[src/rtl/branch_predictor.sv]
// Direct-mapped branch target buffer with a 2-bit saturating counter per entry.
// IF does a zero-latency lookup; MEM trains the table with the resolved outcome.
module branch_predictor #(
  parameter int ENTRIES = 16
) (
  input  logic        CLK,
  input  logic        nRST,
  input  logic [31:0] IFpc,
  output logic        PRtaken,
  output logic [31:0] PRtarget,
  input  logic        MMupdate,
  input  logic [31:0] MMpc,
  input  logic [31:0] MMtarget,
  input  logic        MMtaken,
  input  logic        MMpredicted,
  output logic        MMmiss,
  output logic [31:0] hitcnt,
  output logic [31:0] misscnt
);

  localparam int IDXW = $clog2(ENTRIES);
  localparam int TAGW = 30 - IDXW;

  logic            valid  [ENTRIES];
  logic [TAGW-1:0] tag    [ENTRIES];
  logic [31:0]     target [ENTRIES];
  logic [1:0]      ctr    [ENTRIES];

  logic [IDXW-1:0] ifidx;
  logic [TAGW-1:0] iftag;
  logic [IDXW-1:0] mmidx;
  logic [TAGW-1:0] mmtag;
  logic            hit;
  logic            mhit;
  logic            unused_lowbits;

  assign ifidx = IFpc[IDXW+1:2];
  assign iftag = IFpc[31:IDXW+2];
  assign mmidx = MMpc[IDXW+1:2];
  assign mmtag = MMpc[31:IDXW+2];
  assign unused_lowbits = ^{IFpc[1:0], MMpc[1:0]};

  assign hit      = valid[ifidx] && (tag[ifidx] == iftag);
  assign mhit     = valid[mmidx] && (tag[mmidx] == mmtag);
  assign PRtaken  = hit && ctr[ifidx][1];
  assign PRtarget = PRtaken ? target[ifidx] : IFpc + 32'd4;
  assign MMmiss   = MMupdate && (MMpredicted != MMtaken);

  // A not-taken miss never allocates, so an aliased entry survives it.
  always_ff @(posedge CLK or negedge nRST) begin
    if (!nRST) begin
      for (int k = 0; k < ENTRIES; k++) begin
        valid[k]  <= 1'b0;
        tag[k]    <= '0;
        target[k] <= '0;
        ctr[k]    <= 2'b01;
      end
    end else if (MMupdate) begin
      if (mhit) begin
        if (MMtaken) begin
          if (ctr[mmidx] != 2'b11) ctr[mmidx] <= ctr[mmidx] + 2'b01;
          target[mmidx] <= MMtarget;
        end else if (ctr[mmidx] != 2'b00) begin
          ctr[mmidx] <= ctr[mmidx] - 2'b01;
        end
      end else if (MMtaken) begin
        valid[mmidx]  <= 1'b1;
        tag[mmidx]    <= mmtag;
        target[mmidx] <= MMtarget;
        ctr[mmidx]    <= 2'b10;
      end
    end
  end

  always_ff @(posedge CLK or negedge nRST) begin
    if (!nRST) begin
      hitcnt  <= '0;
      misscnt <= '0;
    end else begin
      if (hit && (hitcnt != 32'hFFFFFFFF)) hitcnt <= hitcnt + 32'd1;
      if (MMmiss && (misscnt != 32'hFFFFFFFF)) misscnt <= misscnt + 32'd1;
    end
  end

endmodule

[config.mk]
export PLATFORM = sky130hd
export DESIGN_NAME = branch_predictor
export DESIGN_NICKNAME = d
export VERILOG_FILES = /design/src/rtl/branch_predictor.sv
export SDC_FILE = /design/constraint.sdc
export NUM_CORES = 2
export LEC_CHECK = 0
export BUFFER_PORTS_ARGS = -buffer_cell sky130_fd_sc_hd__buf_2
export CAP_MARGIN = 15
export CORE_MARGIN = 2
export CORE_UTILIZATION = 50
export DETAILED_ROUTE_END_ITERATION = 7
export GPL_TIMING_DRIVEN = 0
export PLACE_DENSITY = 0.7
export SLEW_MARGIN = 30
export SYNTH_ARGS = -nofsm -noshare
export SYNTH_HDL_FRONTEND = slang
export SYNTH_SLANG_ARGS = --single-unit
[constraint.sdc]
create_clock -name CLK -period 3.16 [get_ports CLK]
set_input_delay 0.158 -clock CLK [delete_from_list [all_inputs] [get_ports CLK]]
set_output_delay 0.158 -clock CLK [all_outputs]
set_load 0.01 [all_outputs]
==> results by group <==
Clock network
  – CTS tree: done
  – Largest buffer count on any clock path: 3
  – Clock transition at the registers of the reported paths: 0.06 ns
  – H-tree Lvls: 3
  – Root buf cell: clkbuf_16
  – Total CTS buffers: 111
  – CTS sink cnt: 1040
  – Worst-skew pair later-pin latency: 0.73 ns

Synth
  – Seq/Total Area, Yosys: 49.68%
  – Synthesized flop and latch total: 1040
  – Synth unique cells: 74
  – Yosys top cell by area: dfrtp_1
  – Most frequent cells after synthesis: dfrtp_1 (1024), nand2_1 (774), mux2_2 (735), mux4_2 (376), clkbuf_1 (169)
  – Ys async rst share: 100.0%
  – Yosys warning count: 0
  – Gate Count Post-Synth: 3968
  – Net Count, Synth: 4074
  – Most numerous cell in the Yosys netlist: dfrtp_1
  – Post-synth top area share: 48.88%
  – Top cells by area, synth: dfrtp_1 (49%), mux4_2 (16%), mux2_2 (16%)
  – Main synth FF type: dfrtp_1
  – EDFF count, synth: 0
  – Syn Area/Cell: 13.21 sq um
  – Post-Synthesis Cell Area: 52430 sq um

Outcome
  – Failing checks: setup timing
  – Outcome: finished, violations left

STA
  – Min Tclk post-route: 4.331 ns
  – F_max: 230.9 MHz
  – Slew @ Worst Pin: 1.063 ns
  – Hold Fails Final Rpt: 0
  – PnR worst setup slack: -1.171 ns
  – Setup Skew: 0.03268 ns
  – Final Max Slew Viols: 0
  – Final setup fails: 613
  – Final period utilization: 137.1%
  – Max transition margin: 29.14%
  – RSZ-0062 raised after global routing: yes
  – Final setup TNS: -375.50 ns

Drt
  – Routed WL: 181900 um
  – Remaining routing DRC violations: 0
  – Routed Antenna Nets: 0
  – Initial drt markers: 4697
  – Via density: 6.532
  – WL/cell: 30.78 um
  – Pre-antenna DRT Iters: 8
  – Via count: 38600

GRT
  – Antenna violations before repair: 19
  – GRT overflow: 0
  – Largest net degree at the start of global routing: 120
  – GR met2 Demand/Resource: 46.73%
  – Met1 Track Usage GR: 46.21%
  – M3 GR Usage: 13.21%
  – GRT Max-Usage Layer: met2
  – First-pass GRT wire length: 262200 um
  – Vias in the first global route: 37850
  – Tot GR Track Use: 33.74%

Final layout
  – Share of layout cells above drive strength 1: 42.62%
  – Nets: 4537
  – Core Util, Final: 61.02%
  – Area growth from synthesis to layout: 20.80%
  – Area of the multi-input gates: 25850 sq um
  – FF+latch area: 26050 sq um
  – FILL cells: 7799

Worst setup path
  – Crit path launch type: flop
  – Crit path cell chain: mux4_2 > mux4_2 > xnor2_2 > nand4_1 > nor4_4 > nor4bb_2 > buf_4 > buf_4 > clkbuf_16 > o21ai_4 > buf_2
  – Slowest-stage cell, CP: mux4_2
  – Critical Path Max Stage Delay: 0.58 ns
  – Arrival time worst endpoint: 4.17 ns
  – Path type of the worst setup path: reg -> out
  – Crit path buffers/inverters: 4
  – Top delay family on crit path: multiplexers
  – Worst path required time: 3.00 ns
  – Crit path max fanout: 7
  – Crit. End Element: output pin

Floorplanning
  – Initial core utilization: 50.51%
  – Die area: 107500 sq um
  – Height of the die: 327.8 um
  – # rows: 118
  – Die Wd: 327.8 um
  – Top Ports: 199
  – Core ar.: 103800 sq um

Power
  – P_leak: 28.58 nW
  – Maximum VDD drop: 0.4957 mV
  – Pwr per Cell Area: 611.3 nW/um^2
  – Overall Power: 38.71 mW

Place
  – Routability Congestion: 0.9812
  – DP Wirelength: 118100 um
  – Port bufs: 175
  – Pre-CTS setup slack: -2.330 ns

Hold path
  – Worst Hold Class: in -> reg

Flow run
  – Max-Cap Viols: 0
state kept, by name, indices dropped and copies added, names as in the netlist:
register	flops
ctr	32
hitcnt	32
target	512
valid	16
tag	416
misscnt	32
placed cells by master (no fill, tap or decap), types with 62 or more instances in the layout:
| cell type | synthesis | routed |
|---|---|---|
| dfrtp_1 | 1024 | 1024 |
| nand2_1 | 774 | 760 |
| mux2_2 | 735 | 711 |
| mux4_2 | 376 | 376 |
| buf_2 | 59 | 190 |
| clkbuf_1 | 169 | 154 |
| clkbuf_16 | 0 | 123 |
| mux2i_1 | 104 | 100 |
| xnor2_1 | 87 | 71 |
| nor2_1 | 72 | 68 |
| buf_4 | 21 | 62 |
worst reg2reg max path, cell delays in order (launching register included):
cell	delay, ns
dfrtp_1	0.39
buf_6	0.12
mux4_2	0.49
mux2i_4	0.22
o2bb2ai_4	0.12
nor4b_4	0.52
o221ai_1	0.23
nand4b_1	0.22
buf_6	0.16
nor3_4	0.27
buf_6	0.18
buf_4	0.11
buf_6	0.08
nand2b_4	0.12
buf_12	0.16
buf_12	0.12
buf_16	0.14
mux2_4	0.30
logic make-up after synthesis:
family                     after synthesis  synth area share (%)
muxes                                 1229                 34.24
and+or+nand+nor                       1059                 8.695
DFF                                   1040                 49.68
buffers and inverters                  343                 2.876
AOI/OAI and AO/OA                      147                 1.967
xor gates and xnor gates               145                 2.422
adders and majority gates                5                0.1193
through the flow:
step           instances  cell area, sq um  hold slack (ns)
2_1_floorplan       3968             52590          -0.1376
3_3_place_gp        5523             55190           0.4532
3_5_place_dp        5534             55540         -0.03444
4_1_cts             5877             62410         0.004670
5_1_grt             5908             63330          0.05021
6_report            5909             63330          0.02252
metal layers:
metal  routed length [um]  share of wire [%]
met3                25050                 14
met2                75090                 41
met1                70340                 39
met4                11180                6.1
met5                  190               0.10
final timing paths:
path	start	endpoint	slack [ns]	depth (start not counted)
setup / recovery	tag[139]	PRtarget[17]	-1.17	11
hold / removal	MMpc[24]	tag[122]	0.02	2
setup reg to reg	tag[66]	tag[7]	-0.89	17
hold reg to reg	target[155]	target[155]	0.47	2
max in group asynchronous	nRST	target[55]	1.06	6
min in group asynchronous	nRST	misscnt[10]	0.07	3
where the power goes:
group	switching [mW]	internal, mW	total [mW]
logic	3.52	4.19	7.71
clock network	5.63	8.05	13.7
registers	1.59	15.7	17.3
total	10.7	28.0	38.7
area by class of cell:
class / count / share of cell area [%]
Tap cell: 1380 / 2.726
Sequential cell: 1040 / 41.13
Timing Repair Buffer: 354 / 5.654
Multi-Input combinational cell: 2586 / 40.82
Antenna cell: 3 / 0.01185
Clock inverter: 33 / 0.6046
Clock buffer: 175 / 5.405
Buffer: 312 / 3.495
Inverter: 26 / 0.1561
timing repair:
action                                  in CTS  in global routing
setup buffers                               68                 34
pin swaps                                   24                 28
hold buffers                                46                  0
hold endpoints to repair                   555                  0
gates resized for setup                    367                150
cloned                                      24                  4
endpoints found under the setup margin     677                760
(Power assumes the default switching activity.)
